## config.mk

```make
export PLATFORM = sky130hd
export DESIGN_NAME = serial_frame_rx_bank
export DESIGN_NICKNAME = d
export VERILOG_FILES = /design/src/rtl/serial_frame_rx_bank.sv
export SDC_FILE = /design/constraint.sdc
export NUM_CORES = 1
export LEC_CHECK = 0
export ABC_CLOCK_PERIOD_IN_PS = 3000
export CORE_UTILIZATION = 45
export DETAILED_ROUTE_END_ITERATION = 10
export PLACE_DENSITY = 0.77
export REMOVE_ABC_BUFFERS = 1
export SLEW_MARGIN = 20
export SYNTH_ARGS = -nofsm -noshare
export SYNTH_HDL_FRONTEND = slang
export SYNTH_SLANG_ARGS = --single-unit
```

## constraint.sdc

```tcl
create_clock -name clk -period 3 [get_ports clk]
set_input_delay 0.6 -clock clk [delete_from_list [all_inputs] [get_ports clk]]
set_output_delay 0.6 -clock clk [all_outputs]
set_load 0.05 [all_outputs]
```

## src/rtl/serial_frame_rx_bank.sv

```systemverilog
// serial_frame_rx_bank: deserialises {addr,data} frames from sen/sd and writes them into a WENn register bank.
// Optional feature macro PARITY_EN: a trailing even-parity bit per frame plus the err_cnt status port.
module serial_frame_rx_bank #(
    parameter int ADDR_W = 3,
    parameter int DATA_W = 18,
    parameter int FRAMES = 8,
    parameter int CNT_W  = 4
) (
    input  logic              clk,
    input  logic              rst,
    input  logic              sen,
    input  logic              sd,
    output logic              RB_RW,
    output logic [ADDR_W-1:0] RB_A,
    output logic [DATA_W-1:0] RB_D,
    output logic              done,
    output logic [CNT_W-1:0]  abort_cnt,
`ifdef PARITY_EN
    output logic [CNT_W-1:0]  err_cnt,
`endif
    output logic              overrun
);
`ifdef PARITY_EN
    localparam int PAR_W = 1;
`else
    localparam int PAR_W = 0;
`endif
    localparam int FRAME_W = ADDR_W + DATA_W + PAR_W;
    localparam int CW = $clog2(FRAME_W + 1);
    localparam int GW = $clog2(FRAMES + 1);
    localparam logic [1:0] IDLE  = 2'd0;
    localparam logic [1:0] SHIFT = 2'd1;
    localparam logic [1:0] WRITE = 2'd2;
    localparam logic [1:0] DRAIN = 2'd3;

    logic [1:0]         state_q, state_d;
    logic [CW-1:0]      cnt_q, cnt_d;
    logic [FRAME_W-2:0] sr_q, sr_d;
    logic [FRAME_W-1:0] frame;
    logic               rb_rw_q, rb_rw_d;
    logic [ADDR_W-1:0]  rb_a_q, rb_a_d;
    logic [DATA_W-1:0]  rb_d_q, rb_d_d;
    logic [GW-1:0]      good_q, good_d;
    logic [CNT_W-1:0]   abort_q, abort_d;
    logic               over_q, over_d;
    logic               shifting, last, par_ok;
`ifdef PARITY_EN
    logic [CNT_W-1:0]   err_q, err_d;
    assign par_ok  = ~^frame;
    assign err_cnt = err_q;
`else
    assign par_ok = 1'b1;
`endif

    // The incoming bit completes the frame combinationally so the write can launch on the last sampling edge.
    assign frame     = {sr_q, sd};
    assign RB_RW     = rb_rw_q;
    assign RB_A      = rb_a_q;
    assign RB_D      = rb_d_q;
    assign done      = good_q == GW'(FRAMES);
    assign abort_cnt = abort_q;
    assign overrun   = over_q;

    // Next state: bit capture, frame sequencing, write strobe and saturating status counters.
    always_comb begin
        state_d  = state_q;
        cnt_d    = cnt_q;
        sr_d     = sr_q;
        rb_a_d   = rb_a_q;
        rb_d_d   = rb_d_q;
        good_d   = good_q;
        abort_d  = abort_q;
        over_d   = over_q;
        shifting = !sen && (state_q == IDLE || state_q == SHIFT);
        last     = 1'b0;
`ifdef PARITY_EN
        err_d = err_q;
        if (state_q == WRITE && rb_rw_q)
            err_d = err_q + CNT_W'(err_q != '1);
`endif
        if (shifting) begin
            sr_d    = frame[FRAME_W-2:0];
            cnt_d   = (state_q == IDLE) ? CW'(1) : cnt_q + CW'(1);
            last    = cnt_d == CW'(FRAME_W);
            state_d = last ? WRITE : SHIFT;
        end
        if (sen && state_q == SHIFT) begin
            state_d = IDLE;
            cnt_d   = '0;
            abort_d = abort_q + CNT_W'(abort_q != '1);
        end
        // A gap sampled during the write cycle returns straight to IDLE so one-cycle gaps suffice.
        if (state_q == WRITE || state_q == DRAIN) begin
            state_d = sen ? IDLE : DRAIN;
            over_d  = over_q | !sen;
        end
        if (state_q == WRITE && !rb_rw_q && good_q != GW'(FRAMES))
            good_d = good_q + GW'(1);
        rb_rw_d = !(last && par_ok);
        if (!rb_rw_d) begin
            rb_a_d = frame[FRAME_W-1 -: ADDR_W];
            rb_d_d = frame[FRAME_W-ADDR_W-1 -: DATA_W];
        end
    end

    // State registers with asynchronous active-low reset.
    always_ff @(posedge clk or negedge rst) begin
        if (!rst) begin
            state_q <= IDLE;
            cnt_q   <= '0;
            sr_q    <= '0;
            rb_rw_q <= 1'b1;
            rb_a_q  <= '0;
            rb_d_q  <= '0;
            good_q  <= '0;
            abort_q <= '0;
            over_q  <= 1'b0;
`ifdef PARITY_EN
            err_q   <= '0;
`endif
        end else begin
            state_q <= state_d;
            cnt_q   <= cnt_d;
            sr_q    <= sr_d;
            rb_rw_q <= rb_rw_d;
            rb_a_q  <= rb_a_d;
            rb_d_q  <= rb_d_d;
            good_q  <= good_d;
            abort_q <= abort_d;
            over_q  <= over_d;
`ifdef PARITY_EN
            err_q   <= err_d;
`endif
        end
    end
endmodule

```

After elaboration in Yosys (flattened, before gate mapping)
Cells that the tools add are included.

storage, ports and cells
  bits of input ports = 4
  output and inout port bits = 28
  register bits after elaboration = 58

operators by class
  reduce and logical (&&, ||, !) cells = 12
  add/sub/neg operators = 3
  muxes and demuxes = 9
  bitwise logic cells = 1
  equality and inequality tests = 7

operator list
  kind                                           count
  2-to-1 mux 5 bit                               3
  2-to-1 mux 2 bit                               5
  != test 4 bit, second input constant           2
  adder 5 x 1 -> 5 bit, second input constant    1
  == test 5 bit, second input constant           1
  adder 4 x 1 -> 4 bit                           1
  adder 4 x 1 -> 4 bit, second input constant    1
  == test 2 bit, second input constant           2
  == test 4 bit, second input constant           1
  logical AND 1 bit                              4
  zero test 1 bit                                3
  nonzero test 3 bit                             1
  == test 2 x 1 -> 1 bit, second input constant  1
  zero test 2 bit                                1
  logical OR 1 bit                               2
  nonzero test 2 bit                             1
  2-to-1 mux 1 bit                               1
  bitwise OR 1 bit                               1

Depth between registers and ports, before layout
Gate-level depths: netlist of run 1.

  depth after elaboration = 7
  gate-level depth with buffers = 6

Least setup slack after synthesis of run 1
Ideal clock, no wire load.

  path kind = register to register
  start point = register cnt_q[0]
  end point = register rb_a_q[0], in the netlist RB_A[0]
  required time = 2875 ps
  clock period less this slack = 1853 ps
  stages on the path, launching flop included = 6
  path slack = 1147 ps
  buffers on the path = 1
  arrival = 1727 ps
  library setup time = 125 ps
  cell sequence = dfrtp_1 > ha_1 > nor4b_4 > nand4_2 > buf_6 > mux2_4

on the way
  word-level cells in the longest chain between the ends = 4

ends and longest elaborated chain
  what                    RTL line  RTL
  from (decl)             37        logic [CW-1:0] cnt_q, cnt_d;
  from (signal assigned)  123       cnt_q <= cnt_d;
  adder 5 x 1 -> 5 bit    83        cnt_d = (state_q == IDLE) ? CW'(1) : cnt_q + CW'(1);
  2-to-1 mux 5 bit        83
  == test 5 bit           84        last = cnt_d == CW'(FRAME_W);
  2-to-1 mux 1 bit        81        if (shifting) begin
  to (signal assigned)    126       rb_a_q <= rb_a_d;
  to (decl)               41        logic [ADDR_W-1:0] rb_a_q, rb_a_d;

Every way passes these cells.
A chain may end at the register's enable or synchronous reset.

Worst setup path in the final report of run 1
  start point = register good_q[0]
  end point = output port done

on the way
  word-level cells in the longest chain between the ends = 1

ends and longest elaborated chain
  what                    RTL line  RTL
  from (decl)             43        logic [GW-1:0] good_q, good_d;
  from (signal assigned)  128       good_q <= good_d;
  == test 4 bit           60        assign done = good_q == GW'(FRAMES);
  to (decl)               16        output logic done,

Every way passes these cells.

==> reports/qor.csv, run 1 <==
metric,value,unit
status,completed,
r2r-start,cnt_q[0],
layout-drive-gt1-share,32.9,%
synth.most_common_cell,dfrtp_1,
fp.dieH,75.7,um
start_util,47.2,%
coreArea,0.00517,sq mm
final_cell_area,0.00304,sq mm
ys_types,28,
fin_total_pwr,0.00216,W
r2r_end,RB_D[8],
synth_area_leaders,"dfrtp_1 58%, mux2_4 12%, mux2_2 11%",
hold_buffers,0,
synth_cells,164,
wirelength,3930,um
cts_buffer_depth,2,
cts_tree,yes,
numClockSinks,58,
finalHoldViolCount,0,
synth_edf_count,0,
cts.clk_slew.worst_paths,0.06,ns
grt_pass1_wl,6510,um
cp.arrival,1.96,ns
endpoint_kind,primary output,
place_ws,0.765,ns
htree_levels,3,
reg2reg_depth,5,
dp_hpwl,2710,um
drv_cap,0,
critPathSlowestCell,clkdlybuf4s50_1,
synth-seq-cells,58,
cp_max_fo,3,
worstSetupPathType,register to primary output,
finalCriticalPeriod,2.56,ns
synth_top_area_cell,dfrtp_1,
synthDominantCellAreaShare,58.4,%
drc,0,
irDropWorstVdd,311,uV
clockRootBuffer,clkbuf_8,
gp_congestion,0.847,
vias,1405,
grt_use_total,16.2,%
instances_no_fill,280,
grt_max_degree,30,
worst_pin_slew,0.648,ns
post_drt_wl_per_cell,14.0,um
fin_crit_sh,85.5,%
post_dp_cell_area,0.00283,sq mm
slowest_delay,0.80,ns
start_kind,register,
cts_setup_buffers,0,
leakage,1.42,nW
hp-class,input port to async pin,
portBuffers,31,
die_w,75.7,um
drt_pass1_iterations,4,
worstPathCellList,inv_1 -> ha_1 -> and3b_1 -> clkdlybuf4s50_1,
antenna_found_initial,0,
ys.flop_type,dfrtp_1,
utilization,58.7,%
antenna_left,0,
cts_resized,0,
dp_cells,265,
fmax,390,MHz
drv_slew,0,
die_area,0.00572,sq mm
rsz0062_at_grt,no,
grt.overflow.total,0,
postSynth.asyncResetShare,100,%
cts_buffers,9,
drtIter0Drc,94,
clk_latency,0.33,ns
required,2.40,ns
finClkSkew,0.00999,ns
relSlewSlack,56.8,%
fp-row-count,26,
num-nets-final,215,
synth.yosys.seq_area_share,59.5,%
synthTopCellsByCount,"57 x dfrtp_1, 23 x mux2_2, 20 x mux2_4, 9 x nand2_1, 6 x o21ai_0",
ys_warn_count,0,
grt_pass1_vias,1312,
r2r_slack,0.99,ns
p_per_area,710,mW/mm^2
pin_count,32,
synth_area,0.00244,sq mm
finalSetupViolCount,0,
via_per_inst,5.02,
fin_ws,0.436,ns
synth_area_per_cell,14.9,sq um
diodes,0,
areaGrowthSynthToFinish,24.4,%
[cell families (layout without fill, tap and decap cells)]
family	count (synthesis)	after routing	share of synthesized area, %
DFF	58	58	59.5
muxes	43	43	22.9
and+or+nand+nor	27	27	6.92
AOI/OAI and AO/OA	14	14	3.18
buffers and inverters	10	56	2.41
xor gates and xnor gates	7	7	2.51
adders and majority gates	5	5	2.56
[sequential cells by signal, indices dropped and copies added, names as in the netlist]
name / count
sr_q: 20
state_q: 2
RB_A: 3
cnt_q: 5
overrun: 1
RB_RW: 1
abort_cnt: 4
good_q: 4
RB_D: 18
[critical path: cells and delay by family, from the launching register on]
family / cells / cell delay, ns
adder cells (fa/ha/maj): 1 / 0.15
buffers and inverters: 2 / 0.90
flip-flops: 1 / 0.40
AND/OR/NAND/NOR: 1 / 0.19
[worst max-delay path by stage]
stage / start / endpoint / slack [ns] / cells past startpoint
final: good_q[0] / done / 0.44 / 4
after global routing: good_q[0] / done / 0.32 / 4
after CTS: good_q[0] / done / 0.40 / 4
after detailed placement: good_q[0] / done / 0.76 / 4
after global placement: good_q[0] / done / 0.82 / 4
after floorplan: sen / RB_A[0] / -0.14 / 3
[placed cells by master, fill, tap and decap left out, drive strengths merged, types with 3 or more instances in the layout]
cell type      netlist  routed
xnor2                5       5
nand4                4       4
dfrtp               57      57
nand3                3       3
mux2                43      43
buf                  5       6
ha                   5       5
a21oi                5       5
clkbuf               0      13
inv                  5       5
nand2                9       9
nor3                 3       3
o21ai                6       6
clkdlybuf4s50        0      30
[report_power, final]
| group | switching [W] | total [W] | internal [W] |
|---|---|---|---|
| Combinational | 0.000197 | 0.000382 | 0.000186 |
| Sequential | 0.000117 | 0.00105 | 0.000929 |
| Clock | 0.000282 | 0.000728 | 0.000446 |
| Total | 0.000596 | 0.00216 | 0.00156 |
[area by class of cell]
type                       instances  area [sq um]
timing repair buffer              36           343
clock inverter                     2          35.0
sequential                        58          1450
fill                             416          2130
clock buffer                      13           169
inverter                           5          18.8
multi-input combinational         96           932
tap                               70          87.6
[metal layers]
metal / wire (um) / up-vias / track usage, %
met5: 0 / - / 0
met4: 102 / 0 / 11.1
met3: 87 / 9 / 3.97
met2: 1920 / 23 / 24.4
met1: 1820 / 708 / 20.8
li1: - / 665 / -
[per-stage QoR]
| stage | hold WS, ns | TNS, ns |
|---|---|---|
| finish | 0.297 | 0 |
| global route | 0.339 | 0 |
| CTS | 0.303 | 0 |
| detailed placement | 0.465 | 0 |
| global placement | 0.463 | 0 |
| floorplan | 0.304 | -2.88 |
No activity file was read; power rests on OpenSTA's default activity.
==> run 2, diff against run 1 <==
Settings changed: CAP_MARGIN from default to 10.
==> results of run 2 <==
Same layout as run 1: the final DEF is identical, and so are final timing and power.
==> run 3, diff against run 2 <==
Settings changed: TNS_END_PERCENT from default to 50.
==> results of run 3 <==
Same layout as run 1: the final DEF is identical, and so are final timing and power.
